==> src/rtl/mem_bus_pkg.sv <==
`timescale 1ns/1ps
// mem_bus_pkg
// Shared definitions for the word-copy DMA engine and its helpers.
//   dma_state_e  : engine state encoding (IDLE, RD, WR, FIN)
//   WSTRB_WORD   : byte strobes for a full 32-bit word write
//   WSTRB_READ   : byte strobes for a read (no bytes written)
//   word_offset  : byte offset of word index i (i*4, wraps at 2^32)
package mem_bus_pkg;

  typedef enum logic [1:0] {
    IDLE = 2'd0,
    RD   = 2'd1,
    WR   = 2'd2,
    FIN  = 2'd3
  } dma_state_e;

  localparam logic [3:0] WSTRB_WORD = 4'hF;
  localparam logic [3:0] WSTRB_READ = 4'h0;

  function automatic logic [31:0] word_offset(input logic [31:0] idx);
    return idx << 2;
  endfunction

endpackage

==> src/rtl/mem_bus_timeout.sv <==
`timescale 1ns/1ps
// mem_bus_timeout
// Counts consecutive bus wait cycles and flags the last allowed one.
//   cpu_clk  in  clock
//   reset    in  asynchronous active-high reset
//   clear    in  restart the count (no request outstanding)
//   enable   in  a request is waiting this cycle
//   expired  out this is the TIMEOUT_CYCLES-th waiting cycle; the owner
//                must drop the request on the coming edge
module mem_bus_timeout #(
  parameter int unsigned TIMEOUT_CYCLES = 255
) (
  input  logic cpu_clk,
  input  logic reset,
  input  logic clear,
  input  logic enable,
  output logic expired
);

  localparam int unsigned CNT_W = (TIMEOUT_CYCLES < 2) ? 1 : $clog2(TIMEOUT_CYCLES);

  logic [CNT_W-1:0] cnt_q;

  // cnt_q holds the number of wait cycles already completed, so the
  // comparison against TIMEOUT_CYCLES-1 marks the final allowed cycle.
  assign expired = enable && (cnt_q == CNT_W'(TIMEOUT_CYCLES - 1));

  always_ff @(posedge cpu_clk or posedge reset) begin
    if (reset) begin
      cnt_q <= '0;
    end else if (clear) begin
      cnt_q <= '0;
    end else if (enable && !expired) begin
      cnt_q <= cnt_q + 1'b1;
    end
  end

endmodule

==> src/rtl/mem_bus_dma.sv <==
`timescale 1ns/1ps
// mem_bus_dma
// Word-granular DMA engine on a picorv32-style native memory bus. Copies
// len_words 32-bit words from src_addr to dst_addr, one read then one
// write per word, with a per-transaction wait timeout.
// Optional feature: define DMA_FILL_EN to allow fill_mode, which skips the
// reads and writes fill_value to every destination word.
//   cpu_clk, reset            clock, asynchronous active-high reset
//   start, src_addr, dst_addr,
//   len_words, fill_mode,
//   fill_value                job request, parameters latched at start
//   busy, done, error,
//   words_done                job status
//   mem_valid, mem_addr,
//   mem_wdata, mem_wstrb,
//   mem_ready, mem_rdata      bus initiator
module mem_bus_dma
  import mem_bus_pkg::*;
#(
  parameter int unsigned LEN_W          = 16,
  parameter int unsigned TIMEOUT_CYCLES = 255
) (
  input  logic             cpu_clk,
  input  logic             reset,
  input  logic             start,
  input  logic [31:0]      src_addr,
  input  logic [31:0]      dst_addr,
  input  logic [LEN_W-1:0] len_words,
  input  logic             fill_mode,
  input  logic [31:0]      fill_value,
  output logic             busy,
  output logic             done,
  output logic             error,
  output logic [LEN_W-1:0] words_done,
  output logic             mem_valid,
  output logic [31:0]      mem_addr,
  output logic [31:0]      mem_wdata,
  output logic [3:0]       mem_wstrb,
  input  logic             mem_ready,
  input  logic [31:0]      mem_rdata
);

  dma_state_e       state_q, state_d;
  logic [31:0]      src_q, dst_q, data_q;
  logic [LEN_W-1:0] len_q, cnt_q;
  logic             armed_q, done_q, error_q, fill_q;
  logic             accept, hs, expired, last_word;
  logic             fill_start;
  logic [31:0]      fill_word, word_off;

`ifdef DMA_FILL_EN
  assign fill_start = fill_mode;
  assign fill_word  = fill_value;
`else
  logic unused_fill;
  assign fill_start  = 1'b0;
  assign fill_word   = 32'h0;
  assign unused_fill = ^{fill_mode, fill_value};
`endif

  assign accept    = start && (state_q == IDLE);
  assign hs        = mem_valid && mem_ready;
  assign last_word = (cnt_q + LEN_W'(1)) == len_q;
  assign word_off  = word_offset(32'(cnt_q));

  mem_bus_timeout #(
    .TIMEOUT_CYCLES(TIMEOUT_CYCLES)
  ) u_timeout (
    .cpu_clk (cpu_clk),
    .reset   (reset),
    .clear   (!mem_valid),
    .enable  (mem_valid && !mem_ready),
    .expired (expired)
  );

  // State register
  always_ff @(posedge cpu_clk or posedge reset) begin
    if (reset) begin
      state_q <= IDLE;
    end else begin
      state_q <= state_d;
    end
  end

  // Next-state logic
  always_comb begin
    state_d = state_q;
    case (state_q)
      IDLE: begin
        if (start) begin
          if (len_words == '0) state_d = FIN;
          else if (fill_start) state_d = WR;
          else                 state_d = RD;
        end
      end
      RD: begin
        if (expired) state_d = FIN;
        else if (hs) state_d = WR;
      end
      WR: begin
        if (expired)        state_d = FIN;
        else if (hs) begin
          if (last_word)    state_d = FIN;
          else if (fill_q)  state_d = WR;
          else              state_d = RD;
        end
      end
      FIN:     state_d = IDLE;
      default: state_d = IDLE;
    endcase
  end

  // Bus outputs. mem_valid is gated by armed_q, which is low for the first
  // cycle in RD/WR and for the cycle after any handshake or timeout, giving
  // the responder its re-arm gap. Address and data only depend on
  // registered state, so they hold while the request waits.
  always_comb begin
    mem_valid = 1'b0;
    mem_addr  = 32'h0;
    mem_wdata = 32'h0;
    mem_wstrb = WSTRB_READ;
    case (state_q)
      RD: begin
        mem_valid = armed_q;
        mem_addr  = src_q + word_off;
      end
      WR: begin
        mem_valid = armed_q;
        mem_addr  = dst_q + word_off;
        mem_wdata = data_q;
        mem_wstrb = WSTRB_WORD;
      end
      default: ;
    endcase
  end

  assign busy       = (state_q != IDLE);
  assign done       = done_q;
  assign error      = error_q;
  assign words_done = cnt_q;

  // Job registers and datapath
  always_ff @(posedge cpu_clk or posedge reset) begin
    if (reset) begin
      src_q   <= 32'h0;
      dst_q   <= 32'h0;
      data_q  <= 32'h0;
      len_q   <= '0;
      cnt_q   <= '0;
      armed_q <= 1'b0;
      done_q  <= 1'b0;
      error_q <= 1'b0;
      fill_q  <= 1'b0;
    end else begin
      armed_q <= ((state_q == RD) || (state_q == WR)) && !hs && !expired;
      done_q  <= (state_q == FIN);
      if (accept) begin
        src_q   <= src_addr & 32'hFFFF_FFFC;
        dst_q   <= dst_addr & 32'hFFFF_FFFC;
        len_q   <= len_words;
        cnt_q   <= '0;
        error_q <= 1'b0;
        fill_q  <= fill_start;
        data_q  <= fill_word;
      end
      if ((state_q == RD) && hs) data_q <= mem_rdata;
      if ((state_q == WR) && hs) cnt_q  <= cnt_q + LEN_W'(1);
      if (expired)               error_q <= 1'b1;
    end
  end

endmodule

==> config.mk <==
export PLATFORM = sky130hd
export DESIGN_NAME = mem_bus_dma
export DESIGN_NICKNAME = d
export VERILOG_FILES = /design/src/rtl/mem_bus_pkg.sv /design/src/rtl/mem_bus_timeout.sv /design/src/rtl/mem_bus_dma.sv
export SDC_FILE = /design/constraint.sdc
export NUM_CORES = 1
export LEC_CHECK = 0
export ABC_AREA = 1
export ABC_CLOCK_PERIOD_IN_PS = 5700
export BUFFER_PORTS_ARGS = -buffer_cell sky130_fd_sc_hd__buf_4
export CORE_ASPECT_RATIO = 1.75
export CORE_UTILIZATION = 53
export CTS_CLUSTER_DIAMETER = 120
export DETAILED_ROUTE_END_ITERATION = 7
export PLACE_DENSITY = 0.83
export SETUP_SLACK_MARGIN = 0.02
export SLEW_MARGIN = 10
export SYNTH_ARGS = -nofsm -noshare
export SYNTH_HDL_FRONTEND = slang
export SYNTH_SLANG_ARGS = --single-unit
==> constraint.sdc <==
create_clock -name cpu_clk -period 5.7 [get_ports cpu_clk]
set_clock_uncertainty 0.05 [all_clocks]
set_input_delay 0.855 -clock cpu_clk [delete_from_list [all_inputs] [get_ports cpu_clk]]
set_output_delay 0.855 -clock cpu_clk [all_outputs]
set_load 0.005 [all_outputs]
==> results of run 1 <==
## metal layers
metal	vias to the layer above	wire (um)
met2	265	12870
li1	3897	-
met4	0	971
met1	3765	8582
met5	-	0
met3	60	1305
## final cells by class
type                    instances  area (um^2)  area share (%)
clock inverters                11        87.58          0.8614
flip-flops and latches        137         3428           33.72
multi-input cells             781         3866           38.03
well taps                     183        229.0           2.252
clock buffers                  21        470.5           4.627
repair buffers                205         1539           15.14
inverters                     145        546.8           5.378
## worst register-to-register path, delay by kind of cell, from the launching register on
kind | cells | cell delay, ns
buffers and inverters | 4 | 1.46
and+or+nand+nor | 2 | 0.48
adders and majority gates | 1 | 0.56
DFF | 1 | 0.42
AOI/OAI and AO/OA | 1 | 0.16
## state kept, by name, indices dropped and copies added (netlist names), 2 cells and up
name,flops
data_q,32
dst_q,30
len_q,16
src_q,30
state_q,2
u_timeout.cnt_q,8
words_done,16
## cell families (layout without fill, tap and decap cells)
kind of cell	count (synthesis)	after routing	share of synthesized area, %
XOR/XNOR	13	13	1.602
flip-flops	137	137	42.61
buffers and inverters	194	382	9.454
AND/OR/NAND/NOR	560	560	29.58
AO/OA/AOI/OAI	174	174	11.74
adder cells (fa/ha/maj)	29	29	4.603
other	1	2	0.04660
multiplexers	3	3	0.3732
## report_power, final
| part | switching [W] | internal, W | total [W] | leakage [nW] |
|---|---|---|---|---|
| combinational | 0.00139 | 0.000839 | 0.00223 | 3.49 |
| sequential | 0.000211 | 0.00134 | 0.00155 | 1.78 |
| clock | 0.000453 | 0.000597 | 0.00105 | 0.263 |
## final timing paths
kind,start,end,cells after the start
worst max register to register,state_q[0],words_done[15],8
worst min register to register,dst_q[11],dst_q[11],2
worst min-delay path,dst_q[11],dst_q[11],2
worst max-delay path,state_q[0],mem_addr[22],15
min in group asynchronous,reset,data_q[27],2
max in group asynchronous,reset,len_q[15],3
## stage by stage
step | hold WS [ns] | setup WS (ns) | area [um^2]
final | 0.4292 | 0.9293 | 10170
after global routing | 0.4564 | 0.6608 | 10170
after CTS | 0.4330 | 0.9795 | 10170
after detailed placement | 0.4141 | 1.434 | 9609
after global placement | 0.4110 | 1.446 | 9609
after floorplan | 0.3912 | 1.127 | 8050
## cells in the mapped netlist (all sizes together) (4+ instances only)
library cell  count
inv             144
nor2             53
o21ai           109
xor2              5
xnor2             7
a21oi            42
nand2           371
nand4             9
nor3             13
o22ai            12
nand3           101
dfrtp           137
clkbuf           27
o21a              4
ha               28
buf              22
## cell usage in the layout, fill, tap and decap left out, types with 8 or more instances in the layout
cell type and n:
a21oi_1 42, buf_4 205, clkbuf_16 17, dfrtp_1 137, ha_1 27, inv_1 136
nand2_1 363, nand2_2 8, nand3_1 100, nand4_1 9, nor2_1 45, nor3_1 11
o21ai_0 92, o21ai_1 11, o22ai_1 12
==> summary.md, run 1 <==
| Metric | Value |
|---|---|
| Initial Utilization | 54.23% |
| Number of search-and-repair iterations in the first detailed-routing pass | 5 |
| Final non-filler cell total | 1483 |
| Crit path arrival time | approximately 3.9 ns |
| Area of the die | 0.01570 mm^2 |
| Static Leakage | 5.529 nW |
| Post-CTS setup-driven buffer insertion count | 0 |
| Largest net degree at the start of global routing | 95 |
| Placement Rows | 59 |
| H-tree levels | 4 |
| Netlist area before placement | 0.008046 mm^2 |
| Util after Layout | between 60 and 70% |
| Number of antenna violations at the first check in global routing | 0 |
| Total of hold buffers inserted after clock tree synthesis | 0 |
| Time the worst path needs with I/O delays and setup | approximately 4.8 ns |
| Mean instance size in the synthesized netlist | 7.243 um^2 |
| Via count of the first global-routing pass | around 8k |
| Overall via count from detail_route | roughly 8k |
| Final setup violation count | 0 |
| Worst slew pin tran | between 1 and 1.5 ns |
| Met2 usage in global routing | between 50% and 60% |
| Number of I/O pins | between 200 and 250 |
| Power density over the cells | 475.2 mW/mm^2 |
| Horizontal die dimension | 95.14 um |
| Family with the most delay on the worst path | adder cells |
| Worst setup path category | reg2out |
| Iteration-0 DRC Markers | about 400 |
| Nets | between 1k and 1.5k |
| Buffers and inverters on the worst path | 3 |
| Nature of the critical path endpoint | output port |
| ANT nets after route | 0 |
| Run status | finished, final reports clean |
| Routed wirelength normalized by instance count | 16.00 um |
| Cells along the critical path | inv_1, ha_2, o21ai_0, ha_1, fa_1, nand2_1, inv_1, nand2_1, nand2_1, a21oi_1, o21ai_1, nand2_1, o21ai_0, a21oi_1, buf_4 |
| DR vias/cell | 5.386 |
| Routability-driven placement congestion ratio | approximately 0.94 |
| Area contributors post-synth | dfrtp_1 (43%), nand2_1 (17%), inv_1 (6.4%), nand3_1 (6.2%), o21ai_0 (5.7%) |
| Overflow left after global routing | 0 |
| Number of synthesized flops with an enable pin | 0 |
| Die extent in y | around 170 um |
| Cts repair resizes | 0 |
| Port Buffer Count | a little under 200 |
| Maximum vdd ir drop | about 0.00047 V |
| Number of buffers inserted during clock tree synthesis | 17 |
| Power Total | 0.004831 W |
| Buffer cell driving the clock tree root | clkbuf_16 |
| CTS tree | done |
| Main flop type after synthesis | dfrtp_1 |
| GR Util All Layers | 30.96% |
| Most Crowded Layer GR | met2 |
| Clock buffer depth | 2 |
| TNS Setup | 0 ns |
| Post-detailed-routing wire length | 23730 um |
| Period utilization | about 84% |
| Area added between synthesis and finish | 26.36% |
| Met1 Use GR | around a third |
| CP Data Required Time | between 4 and 5 ns |
| Endpoints failing hold | 0 |
| Register-to-Register Setup Slack | ~2.4 ns |
| Detailed-placement wirelength estimate | about 17000 um |
| Wire length of the first global-routing pass | around 37000 um |
| Clock latency at the later pin of the worst-skew pair | approximately 0.42 ns |
| Share of flip-flops with an asynchronous set or reset | between 90% and 100% |
| Critical Path Start Type | register |
| Pins over their slew limit | 0 |
| Number of sinks on the clock net | roughly 140 |
| Max transition margin | 31.28% |
| Class of the tightest hold or removal check | reg2reg |
| Max-capacitance violation count | 0 |
| Ant. Diodes | 0 |
| Share of layout cells above drive strength 1 | 20.92% |
| Total core area | roughly 0.015 mm^2 |
| Synthesis Warnings | 0 |
| Peak per-stage delay on the critical path | approximately 0.56 ns |
| Sequential fraction of the synthesis area | approximately 43% |
| CTS clk-pin slew, worst paths | 0.06 ns |
| Cells after Synth | 1111 |
| Detailed-route DRC error count | 0 |
| Unrepaired setup endpoints after global routing | false |
| GRT met3 Usage | under 10% |
| Number of inserted filler cells in the final layout | about 1.3k |
| Max Clk Rate | ~210 MHz |
| Placed instance count | 1451 |
| Maximum fanout along the worst path | 33 |
| Netlist cell types | 48 |
| Most frequent CP cell | nand2_1 |
| Worst path slowest cell | ha_2 |
| Most area-hungry cell type in the Yosys netlist | dfrtp_1 |
| Number of flip-flops and latches in the synthesized netlist | around 140 |
| Proportion of netlist area held by the largest area contributor | between 40% and 50% |
Note: power is estimated with default switching activity, not from simulation.
==> run 2, diff against run 1 <==
--- a/config.mk
+++ b/config.mk
@@ -6,7 +6,7 @@
 export NUM_CORES = 1
 export LEC_CHECK = 0
 export ABC_AREA = 1
-export ABC_CLOCK_PERIOD_IN_PS = 5700
+export ABC_CLOCK_PERIOD_IN_PS = 4700
 export BUFFER_PORTS_ARGS = -buffer_cell sky130_fd_sc_hd__buf_4
 export CORE_ASPECT_RATIO = 1.75
 export CORE_UTILIZATION = 53
==> constraint.sdc (replaced) <==
create_clock -name cpu_clk -period 4.7 [get_ports cpu_clk]
set_clock_uncertainty 0.05 [all_clocks]
set_input_delay 0.705 -clock cpu_clk [delete_from_list [all_inputs] [get_ports cpu_clk]]
set_output_delay 0.705 -clock cpu_clk [all_outputs]
set_load 0.005 [all_outputs]
==> run 2 against run 1 <==
Net effect: die area did not move; sequential power rose by 21%; combinational power rose by 22%; first-iteration DRC count rose by 12%; register-to-register slack got worse by 1.1 ns; sequential share of layout area fell by 0.20 points; power rose by 23%; final area rose by 0.60%; clock power rose by 28%; non-clock buffer count rose by 1; worst hold slack got worse by 0.0022 ns; flip-flop and latch count did not move.
==> summary.md, run 2 (synthesis results as in run 1) <==
| Metric | Value |
|---|---|
| Run status | finished, final reports clean |
| Area added between synthesis and finish | 27.12% |
| Largest registers | data_q: 32 flops, dst_q: 30 flops, src_q: 30 flops |
| Clock buffer depth | 2 (unchanged) |
| Total of hold buffers inserted after clock tree synthesis | 0 (unchanged) |
| Final non-filler cell area | 0.01023 mm^2 (+0.60%) |
| CTS tree | done |
| Via count of the first global-routing pass | 7848 (-0.051%) |
| Placement Rows | 59 (unchanged) |
| GR Util All Layers | 30.88% (-0.082 points) |
| Flip-flop count of the largest register, all copies and words added | 32 (unchanged) |
| Worst path slowest cell | buf_4 |
| Worst slew pin tran | 1.039 ns (+0.01074 ns) |
| Most frequent cells in the layout | nand2_1 (363), buf_4 (205), dfrtp_1 (137), inv_1 (136), nand3_1 (100) |
| Port Buffer Count | 197 (unchanged) |
| Number of search-and-repair iterations in the first detailed-routing pass | 5 (unchanged) |
| Cells along the critical path | inv_1, ha_4, buf_4, inv_2, nand2_1, o21ai_1, nor2_4, nand2_2, or3_1, o21ai_1, nand2_1, nor2_1, buf_4 |
| Nature of the critical path endpoint | output port |
| Share of layout cells above drive strength 1 | 20.98% (+0.061 points) |
| Iteration-0 DRC Markers | 445 (+12%) |
| Initial Utilization | 54.23% (unchanged) |
| Final setup violation count | 0 (unchanged) |
| Nets | 1466 (+0.068%) |
| Detailed-route DRC error count | 0 (unchanged) |
| Number of sinks on the clock net | 137 (unchanged) |
| Number of inserted filler cells in the final layout | 1242 (-2.4%) |
| Clock latency at the later pin of the worst-skew pair | 0.42 ns (about the same) |
| Routability-driven placement congestion ratio | 0.9115 (-2.7%) |
| Static Leakage | 5.553 nW (+0.44%) |
| Max transition margin | 30.56% (-0.72 points) |
| Critical Path Start Type | register |
| Horizontal die dimension | 95.14 um (unchanged) |
| Cts repair resizes | 0 (unchanged) |
| Endpoints failing hold | 0 (unchanged) |
| Final non-filler cell total | 1485 (+0.13%) |
| Detailed-placement wirelength estimate | 16800 um (-1.2%) |
| Worst setup path category | reg2out |
| H-tree levels | 4 (unchanged) |
| Time the worst path needs with I/O delays and setup | 4.289 ns |
| Maximum fanout along the worst path | 56 (+70%) |
| Crit path arrival time | 3.53 ns (-0.34 ns) |
| DR vias/cell | 5.350 (-0.66%) |
| Overflow left after global routing | 0 (unchanged) |
| Unrepaired setup endpoints after global routing | false |
| Period utilization | 91.26% |
| Power density over the cells | 579.5 mW/mm^2 (+22%) |
| Largest net degree at the start of global routing | 95 (unchanged) |
| Die extent in y | 165 um (unchanged) |
| Peak per-stage delay on the critical path | 0.61 ns (+0.05 ns) |
| Wire length of the first global-routing pass | 36940 um (-0.41%) |
| Post-detailed-routing wire length | 23110 um (-2.6%) |
| Area after DPL | 0.009629 mm^2 (+0.21%) |
| CTS clk-pin slew, worst paths | 0.06 ns (about the same) |
| Buffer cell driving the clock tree root | clkbuf_16 |
| CP Data Required Time | 3.94 ns (-0.86 ns) |
| Overall via count from detail_route | 7945 (-0.53%) |
| Number of antenna violations at the first check in global routing | 0 (unchanged) |
| Post-CTS setup-driven buffer insertion count | 0 (unchanged) |
| TNS Setup | 0 ns (unchanged) |
| ANT nets after route | 0 (unchanged) |
| Number of I/O pins | 237 (unchanged) |
| Pins over their slew limit | 0 (unchanged) |
| Area of the die | 0.01570 mm^2 (unchanged) |
| Routed wirelength normalized by instance count | 15.56 um (-2.7%) |
| Class of the tightest hold or removal check | reg2reg |
| Max Clk Rate | between 200 and 250 MHz |
| Number of buffers inserted during clock tree synthesis | 17 (unchanged) |
| Max-capacitance violation count | 0 (unchanged) |
| Register name with the most flops | data_q |
| Most frequent standard cell in the layout excluding fill and tap cells | nand2_1 |
| Placed instance count | 1452 (+0.069%) |
| Total core area | 0.01484 mm^2 (unchanged) |
| Family with the most delay on the worst path | buffers and inverters |
| Maximum vdd ir drop | 0.0003824 V (-18%) |
| Buffers and inverters on the worst path | 4 (+1) |
run 2: area by class of cell:
type | count | area, um^2 | area share, %
multi-input combinational | 781 | 3876 | 37.90
sequential | 137 | 3428 | 33.52
antenna | 1 | 2.502 | 0.02446
clock inverter | 13 | 143.9 | 1.407
clock buffer | 19 | 442.9 | 4.330
inverter | 145 | 546.8 | 5.346
timing repair buffer | 206 | 1559 | 15.24
tap | 183 | 229.0 | 2.239
run 2: path summary, 6_finish.rpt:
kind / from / to / slack (ns) / depth (start not counted)
max in group asynchronous: reset / len_q[6] / 3.23 / 3
setup / recovery: state_q[0] / mem_addr[29] / 0.41 / 13
hold / removal: dst_q[27] / dst_q[27] / 0.43 / 2
hold reg to reg: dst_q[27] / dst_q[27] / 0.43 / 2
setup reg to reg: state_q[1] / data_q[27] / 1.36 / 11
min in group asynchronous: reset / data_q[0] / 0.47 / 2
run 2: tightest hold or removal path, delay by kind of cell, from the launching register on:
family / cells / cell delay [ns]
DFF: 1 / 0.34
and+or+nand+nor: 2 / 0.10
run 2: power by group:
part	total (W)	internal (W)	switching, W
Clock	0.00134	0.000801	0.000543
Sequential	0.00188	0.00162	0.000255
Combinational	0.00271	0.00103	0.00168
run 2: per-stage QoR:
stage / worst slack, ns / hold WS (ns) / util [%] / total power, W
final: 0.4108 / 0.4270 / 68.94 / 0.005928
after CTS: 0.2596 / 0.4202 / 68.85 / 0.005931
after global placement: 0.7507 / 0.4110 / 64.90 / 0.004486
after global routing: 0.1537 / 0.4261 / 68.92 / 0.006386
after detailed placement: 0.7114 / 0.4153 / 64.90 / 0.004557
after floorplan: 0.2772 / 0.3912 / - / 0.003563
run 2: per-layer routing:
layer | track usage, % | routed length, um
met2 | 55.13 | 12310
met1 | 33.45 | 8292
met3 | 5.387 | 1337
met5 | 0 | 0
met4 | 17.84 | 1176
